**config.mk**
```make
export PLATFORM = sky130hd
export DESIGN_NAME = expand_sched
export DESIGN_NICKNAME = d
export VERILOG_FILES = /design/src/rtl/expand_sched_pkg.sv /design/src/rtl/expand_sched_sram_port_mux.sv /design/src/rtl/expand_sched.sv
export SDC_FILE = /design/constraint.sdc
export NUM_CORES = 1
export LEC_CHECK = 0
export CAP_MARGIN = 20
export CORE_MARGIN = 5
export CORE_UTILIZATION = 42
export CTS_CLUSTER_DIAMETER = 120
export DETAILED_ROUTE_END_ITERATION = 7
export PLACE_DENSITY = 0.87
export RECOVER_POWER = 100
export SKIP_CTS_REPAIR_TIMING = 1
export SYNTH_ARGS = -nofsm -noshare
export SYNTH_HDL_FRONTEND = slang
export SYNTH_SLANG_ARGS = --single-unit
```
**constraint.sdc**
```tcl
create_clock -name clk -period 4.55 [get_ports clk]
set_input_delay 0.91 -clock clk [delete_from_list [all_inputs] [get_ports clk]]
set_output_delay 0.91 -clock clk [all_outputs]
set_load 0.1 [all_outputs]
```
**src/rtl/expand_sched_pkg.sv**
```systemverilog
// Shared types, constants and address map for the key-expansion sequencer.
package expand_pkg;

  typedef enum logic [2:0] {
    StIdle,
    StLaunch,
    StRun,
    StWrite,
    StFinish
  } state_e;

  localparam int unsigned NUM_P          = 18;
  localparam int unsigned NUM_S          = 1024;
  localparam int unsigned P_ARRAY_OFFSET = 4000;

  localparam int unsigned IDX_W  = 11;
  localparam int unsigned ADDR_W = 12;

  // Terminal index after the last write pair.
  localparam logic [IDX_W-1:0] IDX_LAST = IDX_W'(NUM_P + NUM_S);

  // Word index into P/S space -> SRAM word address.
  function automatic logic [ADDR_W-1:0] map(input logic [IDX_W-1:0] i);
    if (i < IDX_W'(NUM_P)) begin
      return ADDR_W'(P_ARRAY_OFFSET) + ADDR_W'(i);
    end else begin
      return ADDR_W'(i - IDX_W'(NUM_P));
    end
  endfunction

endpackage

```
**src/rtl/expand_sched_sram_port_mux.sv**
```systemverilog
// One SRAM port: selects between the Feistel core and the write-back controller.
module sram_port_mux
  import expand_pkg::*;
(
  input  logic              core_own,
  input  logic              ctl_own,
  input  logic [ADDR_W-1:0] fe_addr,
  input  logic              fe_cs_l,
  input  logic              fe_we_l,
  input  logic              fe_oe_l,
  input  logic [ADDR_W-1:0] ctl_addr,
  input  logic [31:0]       ctl_din,
  output logic [ADDR_W-1:0] sram_addr,
  output logic [31:0]       sram_din,
  output logic              sram_cs_l,
  output logic              sram_we_l,
  output logic              sram_oe_l
);

  // Core passes straight through; controller issues a write; otherwise port is deselected.
  always_comb begin
    sram_addr = '0;
    sram_din  = '0;
    sram_cs_l = 1'b1;
    sram_we_l = 1'b1;
    sram_oe_l = 1'b1;
    if (core_own) begin
      sram_addr = fe_addr;
      sram_cs_l = fe_cs_l;
      sram_we_l = fe_we_l;
      sram_oe_l = fe_oe_l;
    end else if (ctl_own) begin
      sram_addr = ctl_addr;
      sram_din  = ctl_din;
      sram_cs_l = 1'b0;
      sram_we_l = 1'b0;
    end
  end

endmodule

```
**src/rtl/expand_sched.sv**
```systemverilog
// Blowfish/bcrypt key-expansion sequencer: 521 chained encryptions written into P then S.
// Optional salted (EksBlowfish) expansion is enabled by defining EXPAND_SALT_EN.
module expand_sched
  import expand_pkg::*;
(
  input  logic              clk,
  input  logic              reset_l,
  input  logic              go,
  output logic              busy,
  output logic              done,
  output logic              fe_start,
  output logic [31:0]       fe_L,
  output logic [31:0]       fe_R,
  input  logic [31:0]       fe_resultL,
  input  logic [31:0]       fe_resultR,
  input  logic              fe_done,
  input  logic [ADDR_W-1:0] fe_addr_a,
  input  logic [ADDR_W-1:0] fe_addr_b,
  input  logic              fe_cs_a_l,
  input  logic              fe_we_a_l,
  input  logic              fe_oe_a_l,
  input  logic              fe_cs_b_l,
  input  logic              fe_we_b_l,
  input  logic              fe_oe_b_l,
`ifdef EXPAND_SALT_EN
  input  logic [127:0]      salt,
`endif
  output logic [ADDR_W-1:0] sram_addr_a,
  output logic [ADDR_W-1:0] sram_addr_b,
  output logic [31:0]       sram_din_a,
  output logic [31:0]       sram_din_b,
  output logic              sram_cs_a_l,
  output logic              sram_we_a_l,
  output logic              sram_oe_a_l,
  output logic              sram_cs_b_l,
  output logic              sram_we_b_l,
  output logic              sram_oe_b_l
);

  state_e           state_q;
  logic             busy_q, done_q, fe_start_q;
  logic [IDX_W-1:0] idx_q;
  logic [31:0]      chain_l_q, chain_r_q;
  logic [IDX_W-1:0] idx_next;
  logic [IDX_W-1:0] idx_odd;

  assign idx_next = idx_q + IDX_W'(2);
  assign idx_odd  = idx_q + IDX_W'(1);

`ifdef EXPAND_SALT_EN
  // Selects salt words {0,1} when low, {2,3} when high.
  logic salt_sel_q;

  // Salt word pair alternates after every write-back.
  always_ff @(posedge clk or negedge reset_l) begin
    if (!reset_l) begin
      salt_sel_q <= 1'b0;
    end else if (state_q == StIdle && go) begin
      salt_sel_q <= 1'b0;
    end else if (state_q == StWrite) begin
      salt_sel_q <= ~salt_sel_q;
    end
  end

  assign fe_L = chain_l_q ^ (salt_sel_q ? salt[95:64]  : salt[31:0]);
  assign fe_R = chain_r_q ^ (salt_sel_q ? salt[127:96] : salt[63:32]);
`else
  assign fe_L = chain_l_q;
  assign fe_R = chain_r_q;
`endif

  // Sequencer FSM with registered status/strobe outputs.
  always_ff @(posedge clk or negedge reset_l) begin
    if (!reset_l) begin
      state_q    <= StIdle;
      busy_q     <= 1'b0;
      done_q     <= 1'b0;
      fe_start_q <= 1'b0;
      idx_q      <= '0;
      chain_l_q  <= '0;
      chain_r_q  <= '0;
    end else begin
      fe_start_q <= 1'b0;
      done_q     <= 1'b0;
      unique case (state_q)
        StIdle: begin
          if (go) begin
            state_q    <= StLaunch;
            busy_q     <= 1'b1;
            fe_start_q <= 1'b1;
            idx_q      <= '0;
            chain_l_q  <= '0;
            chain_r_q  <= '0;
          end
        end
        StLaunch: state_q <= StRun;
        StRun: begin
          if (fe_done) begin
            chain_l_q <= fe_resultL;
            chain_r_q <= fe_resultR;
            state_q   <= StWrite;
          end
        end
        StWrite: begin
          idx_q <= idx_next;
          if (idx_next == IDX_LAST) begin
            state_q <= StFinish;
            busy_q  <= 1'b0;
            done_q  <= 1'b1;
          end else begin
            state_q    <= StLaunch;
            fe_start_q <= 1'b1;
          end
        end
        StFinish: state_q <= StIdle;
        default:  state_q <= StIdle;
      endcase
    end
  end

  assign busy     = busy_q;
  assign done     = done_q;
  assign fe_start = fe_start_q;

  logic core_own, ctl_own;
  assign core_own = (state_q == StRun);
  assign ctl_own  = (state_q == StWrite);

  sram_port_mux u_mux_a (
    .core_own  (core_own),
    .ctl_own   (ctl_own),
    .fe_addr   (fe_addr_a),
    .fe_cs_l   (fe_cs_a_l),
    .fe_we_l   (fe_we_a_l),
    .fe_oe_l   (fe_oe_a_l),
    .ctl_addr  (map(idx_q)),
    .ctl_din   (chain_l_q),
    .sram_addr (sram_addr_a),
    .sram_din  (sram_din_a),
    .sram_cs_l (sram_cs_a_l),
    .sram_we_l (sram_we_a_l),
    .sram_oe_l (sram_oe_a_l)
  );

  sram_port_mux u_mux_b (
    .core_own  (core_own),
    .ctl_own   (ctl_own),
    .fe_addr   (fe_addr_b),
    .fe_cs_l   (fe_cs_b_l),
    .fe_we_l   (fe_we_b_l),
    .fe_oe_l   (fe_oe_b_l),
    .ctl_addr  (map(idx_odd)),
    .ctl_din   (chain_r_q),
    .sram_addr (sram_addr_b),
    .sram_din  (sram_din_b),
    .sram_cs_l (sram_cs_b_l),
    .sram_we_l (sram_we_b_l),
    .sram_oe_l (sram_oe_b_l)
  );

endmodule

```
# After elaboration in Yosys (flattened, before gate mapping)
# Cells that the tools add are included.
dict set report totals {
  ff_bits 81
  out_inout_bits 161
  word_cells 65
}
dict set report classes {
  n_addsub 6
  magnitude_cmp 2
  n_eq_ne 7
  mux 36
  n_reduce_logical 7
}
# operator n
set op_table {}
lappend op_table {{2-to-1 mux 32 bit} 7}
lappend op_table {{one-hot mux 32 bit (2 select lines)} 2}
lappend op_table {{2-to-1 mux 12 bit} 6}
lappend op_table {{adder 12 x 11 -> 12 bit (first input constant)} 2}
lappend op_table {{subtractor 11 x 5 -> 12 bit (second input constant)} 2}
lappend op_table {{less-than comparator 11 x 5 -> 1 bit (second input constant)} 2}
lappend op_table {{one-hot mux 11 bit (2 select lines)} 1}
lappend op_table {{2-to-1 mux 1 bit} 13}
lappend op_table {{one-hot mux 3 bit (4 select lines)} 1}
lappend op_table {{adder 11 x 1 -> 11 bit (second input constant)} 1}
lappend op_table {{adder 11 x 2 -> 11 bit (second input constant)} 1}
lappend op_table {{== test 11 bit (second input constant)} 1}
lappend op_table {{2-to-1 mux 11 bit} 1}
lappend op_table {{2-to-1 mux 3 bit} 3}
lappend op_table {{== test 3 x 2 -> 1 bit (second input constant)} 2}
lappend op_table {{AND reduction 3 bit} 2}
lappend op_table {{!= test 2 bit (second input constant)} 2}
lappend op_table {{one-hot mux 1 bit (2 select lines)} 2}
lappend op_table {{AND reduction 2 bit} 2}
lappend op_table {{nonzero test 2 bit} 2}
lappend op_table {{== test 3 x 1 -> 1 bit (second input constant)} 1}
lappend op_table {{zero test 3 bit} 1}
lappend op_table {{!= test 2 x 1 -> 1 bit (second input constant)} 1}

# Depth between registers and ports, before layout
# Gate-level depths: netlist of the first run.
dict set report depth {
  depth_word 5
  depth_mapped 9
  ltp_nobuf 7
}

# Hierarchy
# From an unflattened synthesis of the first run, not the netlist that was laid out.
dict set report unflattened {
  cells_unflattened 434
  hier_area_um2 4435.5
}
# mod n_inst cells_per_inst area_each_um2 seq_area_each_um2
set modules_own_cells {}
lappend modules_own_cells {expand_sched 1 320 3604.7 2001.9}
lappend modules_own_cells {sram_port_mux 2 57 415.4 0.0}

# Worst setup path before layout of the first run
# OpenSTA, ideal clock, no wires.
dict set report synth_timing {
  path_kind {register to output}
  start {reg idx_q[10]}
  end {out sram_addr_a[9]}
  arrival_time_ps 3263
  required_ps 3640
  path_slack_ps 377
  path_stages_with_launch 7
  path_buffers 1
  path_cell_list {dfrtp_1 > or4_4 > or3_1 > buf_6 > a41oi_1 > xor2_1 > a21oi_1}
}
dict set report synth_between {
  elab_chain_len 4
}
# element line_no
set synth_lines {}
lappend synth_lines {{start, declared} expand_sched.sv:42} ;# logic [IDX_W-1:0] idx_q;
lappend synth_lines {{start signal, assigned} expand_sched.sv:105} ;# idx_q <= idx_next;
lappend synth_lines {{less-than comparator 11 x 5 -> 1 bit} expand_sched_pkg.sv:24} ;# if (i < IDX_W'(NUM_P)) begin
lappend synth_lines {{2-to-1 mux 12 bit} expand_sched_pkg.sv:24}
lappend synth_lines {{2-to-1 mux 12 bit} expand_sched_sram_port_mux.sv:32} ;# end else if (ctl_own) begin
lappend synth_lines {{2-to-1 mux 12 bit} expand_sched_sram_port_mux.sv:27} ;# if (core_own) begin
lappend synth_lines {{end, declared} expand_sched.sv:28} ;# output logic [ADDR_W-1:0] sram_addr_a,
# No other way between the ends.

# Final worst setup path of the first run
dict set report layout_timing {
  start {reg state_q[1]}
  end {out sram_addr_a[10]}
}
dict set report layout_between {
  elab_chain_len 3
  elab_cells_between_ends 4
  cone_classes {eq/ne: 2; mux: 2}
}
# element line_no
set layout_lines {}
lappend layout_lines {{start, declared} expand_sched.sv:40} ;# state_e state_q;
lappend layout_lines {{start signal, assigned} expand_sched.sv:75} ;# state_q <= StIdle;
lappend layout_lines {{start signal, assigned} expand_sched.sv:88} ;# state_q <= StLaunch;
lappend layout_lines {{start signal, assigned} expand_sched.sv:96} ;# StLaunch: state_q <= StRun;
lappend layout_lines {{== test 3 x 2 -> 1 bit} expand_sched.sv:127} ;# assign ctl_own = (state_q == StWrite);
lappend layout_lines {{2-to-1 mux 12 bit} expand_sched_sram_port_mux.sv:32}
lappend layout_lines {{2-to-1 mux 12 bit (*)} expand_sched_sram_port_mux.sv:27}
# Every way passes the cells marked *; elsewhere a longest branch is shown, timed or not.

==> results of run 1 <==
-- how the worst max path moves through the flow --
| stage | start | end | slack, ps | cells past startpoint |
|---|---|---|---|---|
| floorplan | idx_q[10]$_DFFE_PN0P_ | sram_addr_a[9] | 380 | 6 |
| global placement | fe_oe_b_l | sram_oe_b_l | 1020 | 3 |
| detailed placement | fe_oe_b_l | sram_oe_b_l | 990 | 3 |
| CTS | idx_q[9]$_DFFE_PN0P_ | sram_addr_a[9] | 630 | 6 |
| global route | state_q[1]$_DFFE_PN0P_ | sram_addr_a[10] | 260 | 5 |
| finish | state_q[1]$_DFFE_PN0P_ | sram_addr_a[10] | 510 | 5 |
-- per-layer routing --
| metal | wire [microns] | up-vias | track usage (%) | share of wire, % |
|---|---|---|---|---|
| li1 | - | 2432 | - | - |
| met1 | 6490 | 2303 | 29.6 | 41 |
| met2 | 7920 | 210 | 39.1 | 50 |
| met3 | 1110 | 24 | 3.79 | 7.0 |
| met4 | 306 | 0 | 7.67 | 1.9 |
| met5 | 0 | - | 0 | 0 |
-- sequential cells by signal (all words and copies together) (netlist names) --
register,count
fe_start,1
fe_L,32
state_q,3
fe_R,32
busy,1
done,1
idx_q,10
-- final cells by class --
cell class                      count  area (sq um)  share of cell area [%]
Clock buffer                        9           124                    1.78
Clock inverter                      6           116                    1.67
Inverter                           17          63.8                   0.916
Multi-Input combinational cell    438          2350                    33.8
Sequential cell                    80          2000                    28.8
Tap cell                          140           175                    2.51
Timing Repair Buffer              264          2130                    30.6
-- cell families after synthesis --
group,count (synthesis)
multiplexers,1
buffers and inverters,74
AND/OR/NAND/NOR,275
flip-flops,80
adder cells (fa/ha/maj),9
XOR/XNOR,14
AO/OA/AOI/OAI,139
-- placed cells by master, fill, tap and decap left out, drive strengths merged, types with 7 or more instances in the layout --
master           n
nand2          152
inv             18
or3              7
xnor2            8
clkdlybuf4s50   95
nor2            18
a31oi            7
ha               9
clkbuf          94
o21ai          101
dlygate4sd3     70
a21oi           12
buf             14
and3            64
nand3            8
dfrtp           80
-- worst reg2reg max path, stage by stage (launching register included) --
cell and delay [ps]:
dfrtp_2 960, nor2_4 340, a21oi_4 710, clkbuf_2 1170, o21ai_0 350
-- stage by stage --
step	util, %	setup WS [ps]	area (sq um)
2_1_floorplan	-	377	4630
3_3_place_gp	64.5	1020	6990
3_5_place_dp	64.5	993	6990
4_1_cts	66.7	632	7230
5_1_grt	64.3	259	6970
6_report	64.3	509	6970
==> impl_metrics.py, run 1 <==
metrics = {
    "run_status": {
        "status": "complete, but fails checks",
        "violations": "max-capacitance violations, max-slew violations",
    },
    "placed_design": {
        "place_inst": 938,
        "gp_congestion": 0.893,
        "io_buffers": 258,
        "place_hpwl_microns": 12000,
    },
    "global_route": {
        "grt_use_total_pct": 22.9,
        "antenna_found_initial": 0,
        "grt_pass1_wl_microns": 24500,
        "grt_start_max_net_pins": 95,
        "grt-ovfl-total": 0,
        "grt_pass1_vias": 4746,
    },
    "yosys": {
        "synthArstFlopShare_pct": 100,
        "yosysSeqAreaShare_pct": 43.2,
        "muxShareOfSynthArea_pct": 0.216,
        "synthAdderAreaFrac_pct": 2.43,
        "synthCells": 592,
        "synthesis.area_sq_um": 4630,
        "synth_warnings": 0,
        "synthesis.nets": 699,
        "yosys.area_share.simple_pct": 28.1,
        "synth_compound_area_share_pct": 16.7,
        "synth_common_cells": "nand2_1 (152), o21ai_0 (97), dfrtp_1 (80)",
        "synth_xor_area_share_pct": 2.81,
        "synth.avg_cell_area_sq_um": 7.83,
        "yosysTopAreaCell": "dfrtp_1",
        "yosysTopAreaCellShare_pct": 43.2,
        "yosysUniqueCellTypes": 48,
        "synthFlopType": "dfrtp_1",
        "synth_edf_count": 0,
        "synth_top_family_by_area": "simple AND/OR/NAND/NOR gates",
        "synth-seq-cells": 80,
        "synth_most_common_cell": "nand2_1",
        "synth_area_leaders": "dfrtp_1 (43%), nand2_1 (12%), o21ai_0 (10%), and3_1 (8.6%), clkbuf_1 (3.8%)",
    },
    "clock_network": {
        "path_clk_slew_ps": 80,
        "clockBufferDepth": 2,
        "numCtsBuffers": 9,
        "worstSkewPairLatency_ps": 350,
        "h-tree-depth": 3,
        "cts_tree": "yes",
        "cts_sinks": 80,
        "clock-root-buffer": "clkbuf_8",
    },
    "setup_path": {
        "crit_buf_inv": 2,
        "critPathMaxStageDelay_ps": 1070,
        "start_kind": "flip-flop",
        "rr_endpoint": "fe_R[10]$_DFFE_PN0P_",
        "crit_slowest_cell": "nor2b_2",
        "end_kind": "output pin",
        "worstPathArrival_ps": 3130,
        "critical_path.max_fanout": 41,
        "crit_family": "simple AND/OR/NAND/NOR gates",
        "worstPathCellList": "nor2b_2, buf_4, nand2_1, nor2_1, clkbuf_2",
        "worstPathRequired_ps": 3640,
        "critical_path_class": "flip-flop to output pin",
        "reg2reg_depth": 4,
        "reg2reg_slack_ps": 820,
        "rr_startpoint": "state_q[0]$_DFFE_PN0P_",
    },
    "timing": {
        "min_period_over_period_pct": 88.8,
        "slew_headroom_pct": -24.5,
        "final_max_slew_viol_count": 77,
        "fmax_ghz": 0.247,
        "hold_slack_ps": 407,
        "setup_viol": 0,
        "rsz0062_at_grt": "false",
        "skew_ps": 18.4,
        "min_period_ps": 4040,
        "setup-tns-final_ps": 0,
        "tightest_slew_ps": 1870,
        "final_hold_viol_count": 0,
    },
    "finish": {
        "fillers": 946,
        "antenna_cells": 0,
        "stdcell_count": 954,
        "syn_to_final_growth_pct": 50.3,
        "final_nets": 917,
        "drive_gt1_share_pct": 10.6,
    },
    "die": {
        "initial_core_util_pct": 42.8,
        "io_pins": 259,
        "core_area_sq_um": 10800,
        "die_w_microns": 115,
        "placementRows": 38,
        "die_h_microns": 115,
        "die-area_sq_um": 13200,
    },
    "route": {
        "vias_per_cell": 5.21,
        "ant_nets": 0,
        "drt-pass1-iter-count": 5,
        "wl_microns": 15800,
        "wl_per_cell_microns": 16.6,
        "drt-initial-drc-count": 404,
        "num_vias": 4969,
        "route.detailed.drc": 0,
    },
    "flow_run": {
        "drv_cap": 1,
    },
    "worst_hold_path": {
        "hp-class": "primary input to asynchronous set/reset pin",
    },
}
Power of run 1 is left out: the tool's default activity adds up to more than one toggle a clock period on the data nets, which glitch-free logic cannot reach.
==> run 2, diff against run 1 <==
==> constraint.sdc (replaced) <==
create_clock -name clk -period 4.95 [get_ports clk]
set_input_delay 0.99 -clock clk [delete_from_list [all_inputs] [get_ports clk]]
set_output_delay 0.99 -clock clk [all_outputs]
set_load 0.1 [all_outputs]
==> run 2 against run 1 <==
Net effect: the run still ends with max-capacitance violations, max-slew violations left; utilization rose by 2.4 points; die area did not move; worst hold slack improved by 95 ps; clock skew fell by 10 ps; critical path depth rose by 1; clock-buffer cell count rose by 1; highest routed layer unchanged.
==> impl_metrics.py, run 2 (synthesized netlist as in run 1, its figures left out) <==
metrics = {
    "worst_hold_path": {
        "hp-class": "flip-flop to flip-flop",
        "hold_depth": 2,
        "worstHoldStart": "fe_R[26]$_DFFE_PN0P_",
    },
    "run_status": {
        "status": "complete, but fails checks",
        "violations": "max-capacitance violations, max-slew violations",
    },
    "timing": {
        "min_period_ps": 4410,
        "final_max_slew_viol_count": 24,
        "min_period_over_period_pct": 89.0,
        "skew_ps": 8.08,
        "final_hold_viol_count": 0,
        "slew_headroom_pct": -4.79,
        "fmax_ghz": 0.227,
        "tightest_slew_ps": 1570,
        "setup_viol": 0,
        "setup-tns-final_ps": 0,
        "rsz0062_at_grt": "false",
    },
    "clock_network": {
        "clock-root-buffer": "clkbuf_8",
        "cts_sinks": 80,
        "path_clk_slew_ps": 80,
        "numCtsBuffers": 9,
        "cts_tree": "yes",
        "worstSkewPairLatency_ps": 330,
        "clockBufferDepth": 2,
        "h-tree-depth": 3,
    },
    "die": {
        "die-area_sq_um": 13200,
        "initial_core_util_pct": 42.8,
        "placementRows": 38,
        "die_h_microns": 115,
        "die_w_microns": 115,
        "core_area_sq_um": 10800,
        "io_pins": 259,
    },
    "flow_run": {
        "drv_cap": 1,
    },
    "route": {
        "ant_nets": 0,
        "drt-initial-drc-count": 432,
        "drt-pass1-iter-count": 5,
        "vias_per_cell": 5.27,
        "num_vias": 5040,
        "wl_per_cell_microns": 16.6,
        "route.detailed.drc": 0,
        "wl_microns": 15800,
    },
    "finish": {
        "drive_gt1_share_pct": 4.90,
        "antenna_cells": 0,
        "syn_to_final_growth_pct": 55.9,
        "layout_common_cells": "nand2_1 (152), dlygate4sd3_1 (119), o21ai_0 (98), clkdlybuf4s50_1 (96), dfrtp_1 (80)",
        "layout_commonest_cell": "nand2_1",
        "final_nets": 918,
        "multiInputGateArea_sq_um": 2330,
        "seq_area_sq_um": 2000,
        "fillers": 922,
    },
    "setup_path": {
        "crit_slowest_cell": "clkbuf_1",
        "rr_startpoint": "state_q[0]$_DFFE_PN0P_",
        "critical_path_class": "flip-flop to output pin",
        "worstPathCellList": "or4_4, or3_1, nand2_1, o21ai_1, a211oi_2, clkbuf_1",
        "critical_path.max_fanout": 17,
        "reg2reg_depth": 5,
        "start_kind": "flip-flop",
        "worstPathRequired_ps": 3960,
        "crit_start": "idx_q[9]$_DFFE_PN0P_",
        "worstPathArrival_ps": 3420,
        "end_kind": "output pin",
        "critPathMaxStageDelay_ps": 890,
    },
    "placed_design": {
        "gp_congestion": 0.868,
        "io_buffers": 258,
        "place_hpwl_microns": 12000,
    },
    "global_route": {
        "grt_pass1_vias": 4827,
        "grt_start_max_net_pins": 107,
        "grt_pass1_wl_microns": 24200,
        "grt-ovfl-total": 0,
        "grt_use_total_pct": 22.5,
        "antenna_found_initial": 0,
    },
}
-- run 2: changes by cell type in the layout (fill, tap and decap cells not counted), sizes merged --
cell	change
bufinv	-2
clkbuf	-46
buf	-2
clkdlybuf4s50	+1
inv	+1
clkinv	+1
dlygate4sd3	+49
-- run 2: per-stage QoR --
| step | cell area [sq um] | utilization (%) | hold WS [ps] | instances | worst slack [ps] |
|---|---|---|---|---|---|
| 6_report | 7220 | 66.6 | 502 | 956 | 544 |
| 4_1_cts | 7340 | 67.7 | 510 | 954 | 837 |
| 3_3_place_gp | 7120 | 65.7 | 478 | 938 | 1250 |
| 5_1_grt | 7220 | 66.6 | 533 | 956 | 345 |
| 2_1_floorplan | 4630 | - | 478 | 592 | 697 |
| 3_5_place_dp | 7120 | 65.7 | 491 | 938 | 1210 |
-- run 2: final timing paths --
kind | to | slack (ps)
worst max-delay path | sram_addr_a[2] | 540
worst min-delay path | fe_R[26]$_DFFE_PN0P_ | 500
worst max register to register | fe_L[1]$_DFFE_PN0P_ | 800
worst min register to register | fe_R[26]$_DFFE_PN0P_ | 500
max in group asynchronous | fe_R[1]$_DFFE_PN0P_ | 3510
min in group asynchronous | done$_DFF_PN0_ | 650
-- run 2: worst max-delay path: cells and delay by family (launching register included) --
family                 cells  cell delay [ps]
DFF                        1              520
and+or+nand+nor            3             1340
AOI/OAI and AO/OA          2              320
buffers and inverters      1              890
-- run 2: cell type report --
| class | count | area share (%) |
|---|---|---|
| inverter | 17 | 0.883 |
| tap | 140 | 2.43 |
| timing repair buffer | 265 | 33.7 |
| clock inverter | 6 | 1.06 |
| clock buffer | 10 | 1.91 |
| sequential | 80 | 27.7 |
| multi-input combinational | 438 | 32.3 |
-- run 2: metal layers --
| layer | vias to the layer above | routed length [microns] | GRT usage (%) |
|---|---|---|---|
| li1 | 2443 | - | - |
| met3 | 36 | 1140 | 4.26 |
| met2 | 218 | 7940 | 38.7 |
| met4 | 0 | 445 | 8.84 |
| met1 | 2343 | 6300 | 27.8 |
| met5 | - | 0 | 0 |
Power of run 2 is left out for the same reason.
==> run 3, diff against run 2 <==
--- a/config.mk
+++ b/config.mk
@@ -7,10 +7,10 @@
 export LEC_CHECK = 0
 export CAP_MARGIN = 20
 export CORE_MARGIN = 5
-export CORE_UTILIZATION = 42
+export CORE_UTILIZATION = 35
 export CTS_CLUSTER_DIAMETER = 120
 export DETAILED_ROUTE_END_ITERATION = 7
-export PLACE_DENSITY = 0.87
+export PLACE_DENSITY = 0.77
 export RECOVER_POWER = 100
 export SKIP_CTS_REPAIR_TIMING = 1
 export SYNTH_ARGS = -nofsm -noshare
==> constraint.sdc (replaced) <==
create_clock -name clk -period 3.9 [get_ports clk]
set_input_delay 0.78 -clock clk [delete_from_list [all_inputs] [get_ports clk]]
set_output_delay 0.78 -clock clk [all_outputs]
set_load 0.1 [all_outputs]
==> run 3 against run 2 <==
Net effect: the flow still finishes with violations (max-capacitance violations, max-slew violations); critical path depth unchanged; non-clock buffer count is 3 higher; sequential share of layout area fell by 0.37 points; clock-buffer cell count is 1 lower; utilization shrank 11 points; wire length decreased by 2.2%; global-route usage shrank 3.4 points; setup slack lost 360 ps; clock skew shrank 1.0 ps; die area up 18%.
==> impl_metrics.py, run 3 (synthesized netlist as in run 1, its figures left out) <==
metrics = {
    "clock_network": {
        "numCtsBuffers": 9,
        "cts_sinks": 80,
        "clockBufferDepth": 2,
        "cts_tree": "yes",
        "clock-root-buffer": "clkbuf_16",
        "path_clk_slew_ps": 60,
        "worstSkewPairLatency_ps": 330,
        "h-tree-depth": 3,
    },
    "finish": {
        "stdcell_count": 995,
        "layout_common_cells": "nand2_1 (152), o21ai_0 (98), clkdlybuf4s50_1 (96), dfrtp_1 (80), dlygate4sd3_1 (67)",
        "final_nets": 921,
        "layout_commonest_cell": "nand2_1",
        "final_util_pct": 55.7,
        "drive_gt1_share_pct": 15.9,
        "syn_to_final_growth_pct": 58.0,
        "antenna_cells": 0,
    },
    "timing": {
        "slew_headroom_pct": -17.8,
        "tightest_slew_ps": 1770,
        "fmax_ghz": 0.269,
        "final_max_slew_viol_count": 72,
        "min_period_over_period_pct": 95.3,
        "rsz0062_at_grt": "false",
        "setup-tns-final_ps": 0,
        "final_hold_viol_count": 0,
        "setup_viol": 0,
        "skew_ps": 7.07,
        "hold_slack_ps": 404,
        "min_period_ps": 3720,
    },
    "die": {
        "core_area_sq_um": 13100,
        "die_w_microns": 125,
        "initial_core_util_pct": 35.3,
        "placementRows": 42,
        "io_pins": 259,
        "die_h_microns": 125,
        "die-area_sq_um": 15600,
    },
    "setup_path": {
        "worstPathCellList": "or4_4, or3_1, a31oi_2, xor2_1, o21ai_1, buf_12",
        "reg2reg_slack_ps": 550,
        "reg2reg_depth": 6,
        "crit_slowest_cell": "or3_1",
        "rr_endpoint": "fe_R[4]$_DFFE_PN0P_",
        "critPathMaxStageDelay_ps": 640,
        "worstPathRequired_ps": 3120,
        "worstPathArrival_ps": 2940,
        "crit_buf_inv": 1,
        "end_kind": "output pin",
        "critical_path_class": "flip-flop to output pin",
        "rr_startpoint": "state_q[0]$_DFFE_PN0P_",
        "start_kind": "flip-flop",
        "critical_path.max_fanout": 17,
        "crit_family": "simple AND/OR/NAND/NOR gates",
    },
    "route": {
        "num_vias": 4816,
        "drt-initial-drc-count": 342,
        "vias_per_cell": 4.84,
        "drt-pass1-iter-count": 4,
        "route.detailed.drc": 0,
        "ant_nets": 0,
        "wl_per_cell_microns": 15.5,
        "wl_microns": 15500,
    },
    "run_status": {
        "violations": "max-capacitance violations, max-slew violations",
        "status": "complete, but fails checks",
    },
    "placed_design": {
        "io_buffers": 258,
        "gp_congestion": 0.870,
        "place_inst": 978,
        "place_hpwl_microns": 11500,
    },
    "global_route": {
        "grt_use_total_pct": 19.1,
        "grt-ovfl-total": 0,
        "grt_pass1_vias": 4493,
        "grt_pass1_wl_microns": 24400,
        "grt_start_max_net_pins": 129,
        "antenna_found_initial": 0,
    },
    "worst_hold_path": {
        "hp-class": "primary input to asynchronous set/reset pin",
    },
    "flow_run": {
        "drv_cap": 1,
    },
}
-- run 3: worst max-delay path by stage --
stage	start	to	slack, ps	cells after the start
after floorplan	idx_q[10]$_DFFE_PN0P_	sram_addr_a[5]	-140	5
after global placement	idx_q[9]$_DFFE_PN0P_	sram_addr_a[9]	580	6
after detailed placement	idx_q[9]$_DFFE_PN0P_	sram_addr_a[7]	530	6
after CTS	idx_q[9]$_DFFE_PN0P_	sram_addr_a[7]	170	6
after global routing	idx_q[9]$_DFFE_PN0P_	sram_addr_b[9]	30	6
final	idx_q[9]$_DFFE_PN0P_	sram_addr_a[7]	180	6
-- run 3: layer usage --
metal	track usage [%]	wire length [microns]	vias up
met3	5.03	942	24
met4	5.87	312	0
met5	0	0	-
met1	25.1	6830	2184
met2	30.8	7380	161
li1	-	-	2447
-- run 3: layout make-up --
type / instances / area, sq um
Sequential cell: 80 / 2000
Multi-Input combinational cell: 438 / 2350
Timing Repair Buffer: 268 / 2400
Tap cell: 176 / 220
Inverter: 17 / 63.8
Fill cell: 1259 / 5820
Clock inverter: 7 / 55.1
Clock buffer: 9 / 225
-- run 3: metrics by stage --
stage / worst slack [ps] / instance area [sq um]
after global routing: 25.9 / 7320
after global placement: 583 / 7280
final: 183 / 7320
after floorplan: -141 / 4650
after CTS: 168 / 7560
after detailed placement: 531 / 7280
-- run 3: worst register-to-register path: cells and delay by family, from the launching register on --
family	cells	cell delay (ps)
flip-flops	1	710
AO/OA/AOI/OAI	2	430
AND/OR/NAND/NOR	2	420
buffers and inverters	2	1620
Power of run 3 is left out for the same reason.
==> patch 1 (config.mk and constraints of run 3) <==
Build with the macro `EXPAND_SALT_EN` defined.
--- a/src/rtl/expand_sched.sv
+++ b/src/rtl/expand_sched.sv
@@ -1,4 +1,6 @@
 // Blowfish/bcrypt key-expansion sequencer: 521 chained encryptions written into P then S.
 // Optional salted (EksBlowfish) expansion is enabled by defining EXPAND_SALT_EN.
+`define EXPAND_SALT_EN
+
 module expand_sched
   import expand_pkg::*;
Interface: changed (added salt); port bits go from 259 to 387. The function was not compared with the original's and may differ.
==> patch 1 against run 3 <==
The run still ends with capacitance limit, slew limit left; critical path type unchanged; sequential cell count grew 1; sequential share of layout area is 7.7 points lower; final area up 41%; register-to-register slack better by 210 ps; die area increased by 24%; critical path depth unchanged; wire length up 49%; synthesized cell count grew 23%; area after synthesis rose by 27%; maximum frequency rose by 2.7%; setup slack better by 99 ps; via count increased by 30%.
Power is not shown: default switching activity piles up to over one toggle a cycle in this logic, so the estimate is an artifact.
==> patch 1: results (changes against run 3) <==
Status
  – Status: finished with violations (unchanged)
  – Violated checks: capacitance limit, slew limit (unchanged)

Setup path
  – Worst r2r path cells: 6 (unchanged)
  – Slowest cell on crit path: or4_1 (was or3_1)
  – Top cell family by delay on the critical path: simple AND/OR/NAND/NOR gates (unchanged)
  – CP max stage delay: 580 ps (was 640 ps)
  – Setup crit start: idx_q[9]$_DFFE_PN0P_ (unchanged)
  – Worst EP arrival: 2840 ps (was 2940 ps)
  – Crit Path Max Fanout: 18 (was 17)
  – R2r setup slk: 760 ps (was 550 ps)
  – Worst setup endpoint: sram_addr_a[3] (was sram_addr_a[7])
  – Worst flop-to-flop path startpoint: state_q[2]$_DFFE_PN0P_ (was state_q[0]$_DFFE_PN0P_)
  – Critical R2R Capture: chain_r_q[9]$_DFFE_PN0P_ (was fe_R[4]$_DFFE_PN0P_)

Global route
  – GR Util met2: 0.395 (was 0.308)
  – Antenna violations before repair: 0 (unchanged)
  – Vias in the first global route: 6,079 (was 4,493)
  – Global Route Usage Sum: 0.227 (was 0.191)
  – Met3 Resource Use GR: 0.0645 (was 0.0503)
  – Grt met1 use: 0.266 (was 0.251)
  – Largest net degree at the start of global routing: 99 (was 129)
  – Global-route wire length before repair: 34.9 mm (was 24.4 mm)

Synth
  – Post-synthesis sequential area ratio: 0.345 (was 0.432)
  – Asr flop ratio synth: 1.00 (unchanged)
  – Synth cell count leaders: nand2_1 (158), o21ai_0 (88), dfrtp_1 (81) (was nand2_1 (152), o21ai_0 (97), dfrtp_1 (80))
  – Synth warnings: 0 (unchanged)
  – Main flop type after synthesis: dfrtp_1 (unchanged)
  – Synth Net Count: 963 (was 699)
  – Yosys cell types: 44 (was 48)
  – Top cells by area, synth: dfrtp_1 (35%), mux2i_1 (11%), xnor2_1 (11%), nand2_1 (10%), o21ai_0 (7.5%) (was dfrtp_1 (43%), nand2_1 (12%), o21ai_0 (10%), and3_1 (8.6%), clkbuf_1 (3.8%))

Routing
  – WL final: 23.1 mm (was 15.5 mm)
  – Via count: 6,250 (was 4,816)
  – WL met3: 1.75 mm (was 942 um)
  – Met2 Wirelength: 11.4 mm (was 7.38 mm)
  – Met1 WL: 9.08 mm (was 6.83 mm)
  – Initial drt markers: 266 (was 342)
  – DR pass1 iterations: 5 (was 4)
  – DR top layer: met4 (unchanged)

Clocking
  – Clk slew on worst S/H paths: 60 ps (about the same)
  – Cts bufs inserted: 9 (unchanged)
  – CTS root buf: clkbuf_16 (unchanged)
  – H-tree depth: 3 (unchanged)

Final layout
  – Antenna Cells: 0 (unchanged)
  – Final net count: 1,317 (was 921)
  – Share of layout cells above drive strength 1: 0.123 (was 0.159)

Place
  – DP Area: 10,500 um^2 (was 7280 um^2)
  – Hpwl dp: 18.3 mm (was 11.5 mm)
  – IO buf count: 386 (was 258)

STA
  – Normalized max-slew margin: -0.197 (was -0.178)
  – Final Slew Violations: 70 (was 72)
  – Clock skew: 4.69 ps (was 7.07 ps)

Flow run
  – Number of max-cap violations: 1 (unchanged)
==> patch 1: cell count changes in the layout (fill, tap and decap cells not counted), sizes merged, moves of 53 or more <==
cell,delta
buf,+53
xnor2,+66
mux2i,+64
clkdlybuf4s50,+127
and3,-63
and2,+64
dlygate4sd3,-63
==> patch 1: cell type report <==
cell class	instances	area, um^2
Fill cell	1455	6210
Timing Repair Buffer	399	4090
Multi-Input combinational cell	575	3570
Sequential cell	81	2030
Tap cell	220	275
Clock buffer	11	243
Inverter	16	60.1
Clock inverter	5	55.1
==> patch 1: cells by family after synthesis <==
group,after synthesis,synth area share
mux,65,0.111
fa+ha+maj,9,0.0192
flops,81,0.345
simple gates,291,0.232
buf+inv,72,0.0507
xor+xnor,76,0.113
compound gates,134,0.129
==> patch 1: per-stage QoR <==
stage	cells	hold slack, ps	setup WS [ps]	util
finish	1307	473	282	0.624
global route	1307	520	139	0.624
CTS	1306	518	137	0.652
detailed placement	1290	502	526	0.634
global placement	1290	490	556	0.634
floorplan	728	484	-181	-
==> patch 2 (settings of run 3) <==
Made on the original files. Register the output `sram_addr_b`, with the module's reset; this adds one clock of latency there. The other outputs are not delayed to match.
--- a/src/rtl/expand_sched.sv
+++ b/src/rtl/expand_sched.sv
@@ -37,4 +37,6 @@
   output logic              sram_oe_b_l
 );
+
+  logic [ADDR_W-1:0] sram_addr_b_d;
 
   state_e           state_q;
@@ -152,5 +154,5 @@
     .ctl_addr  (map(idx_odd)),
     .ctl_din   (chain_r_q),
-    .sram_addr (sram_addr_b),
+    .sram_addr (sram_addr_b_d),
     .sram_din  (sram_din_b),
     .sram_cs_l (sram_cs_b_l),
@@ -159,4 +161,12 @@
   );
 
+  always_ff @(posedge clk or negedge reset_l) begin
+    if (!reset_l) begin
+      sram_addr_b <= '0;
+    end else begin
+      sram_addr_b <= sram_addr_b_d;
+    end
+  end
+
 endmodule
 
Check against the original RTL: not equivalent (a bounded check fails within 4 cycles, from zero or initial values and one cycle with reset_l low).
==> patch 2 against run 3 <==
The run still ends with capacitance limit, slew limit left; sequential cell count grew 12; final area grew 3.5%; wire length grew 9.2%; via count grew 5.6%; die area grew 6.0%; maximum frequency grew 1.2%; area after synthesis grew 6.5%; setup slack gained 45 ps; critical path type unchanged.
Power is left out: the tool's default activity adds up to more than one toggle a clock period on the data nets, which glitch-free logic cannot reach.
==> patch 2: results (changes against run 3) <==
Synth
  – Compound-Gate Fraction of Synth Area: 0.157 (was 0.167)
  – #FFs+latches synth: 92 (was 80)
  – Mux cell area share after synthesis: 0.00203 (was 0.00216)
  – Synth Net Count: 711 (was 699)
  – Post-synthesis sequential area ratio: 0.467 (was 0.432)
  – Post-Synth Adder-Cell Area: 0.0228 (was 0.0243)
  – Asr flop ratio synth: 1.00 (unchanged)
  – Xor and xnor area share after synthesis: 0.0264 (was 0.0281)
  – Synth cell count leaders: nand2_1 (152), o21ai_0 (97), dfrtp_1 (92) (was nand2_1 (152), o21ai_0 (97), dfrtp_1 (80))

Final layout
  – Final net count: 936 (was 921)
  – Number of non-clock buffers: 271 (was 268)
  – Final clock-cell share: 0.0378 (was 0.0383)
  – Clock Buffer Count: 11 (was 9)
  – Share of layout cells above drive strength 1: 0.139 (was 0.159)
  – Non-clock buffering overhead: 0.311 (was 0.328)
  – Register area: 2300 um^2 (was 2000 um^2)

Global route
  – Vias in the first global route: 4,817 (was 4,493)
  – Global-route wire length before repair: 25.8 mm (was 24.4 mm)
  – Antenna violations before repair: 0 (unchanged)
  – Global Route Usage Sum: 0.196 (was 0.191)
  – Largest net degree at the start of global routing: 84 (was 129)

Setup path
  – R2r setup slk: 460 ps (was 550 ps)
  – Slowest cell on crit path: or4_1 (was or3_1)
  – Worst r2r path cells: 5 (was 6)
  – Critical R2R Capture: fe_R[10]$_DFFE_PN0P_ (was fe_R[4]$_DFFE_PN0P_)
  – Worst EP arrival: 2890 ps (was 2940 ps)
  – Worst setup endpoint: sram_addr_a[11] (was sram_addr_a[7])
  – CP max stage delay: 600 ps (was 640 ps)

Routing
  – Vias per cell: 5.02 (was 4.84)
  – WL met3: 1.31 mm (was 942 um)
  – Routed len/inst: 16.7 um (was 15.5 um)
  – Met2 Wirelength: 8.12 mm (was 7.38 mm)
  – Met1 WL: 7.18 mm (was 6.83 mm)
  – Initial drt markers: 290 (was 342)

Flow run
  – Number of max-cap violations: 1 (unchanged)

Status
  – Violated checks: capacitance limit, slew limit (unchanged)
  – Status: finished with violations (unchanged)

Min path
  – Hold crit path type: reg2reg (was in2async)

STA
  – Final Slew Violations: 43 (was 72)
  – Worst slew pin tran: 2210 ps (was 1770 ps)

Clocking
  – Worst skew pair latency: 340 ps

Place
  – RD Place Congestion: 0.889 (was 0.870)
-- patch 2: cell types whose count changed in the layout (fill, tap and decap cells not counted), moves of 3 or more --
cell                  run 3  this run
clkbuf_4                 41         2
clkbuf_2                 39        72
dlygate4sd3_1            67        79
dfrtp_1                  80        91
clkbuf_1                  2         6
buf_2                     4         1
buf_6                     3         0
-- patch 2: through the flow --
stage / utilization / cells / hold slack (ps) / setup WS, ps / instance area (um^2)
finish: 0.546 / 1014 / 489 / 228 / 7580
global route: 0.546 / 1014 / 528 / 77.3 / 7580
CTS: 0.564 / 1014 / 433 / 254 / 7840
detailed placement: 0.544 / 998 / 487 / 630 / 7550
global placement: 0.544 / 998 / 477 / 654 / 7550
floorplan: - / 604 / 478 / 27.3 / 4950
-- patch 2: layer usage --
layer | track usage | up-vias
li1 | - | 2487
met1 | 0.266 | 2359
met2 | 0.314 | 219
met3 | 0.0382 | 21
met4 | 0.0667 | 0
met5 | 0 | -
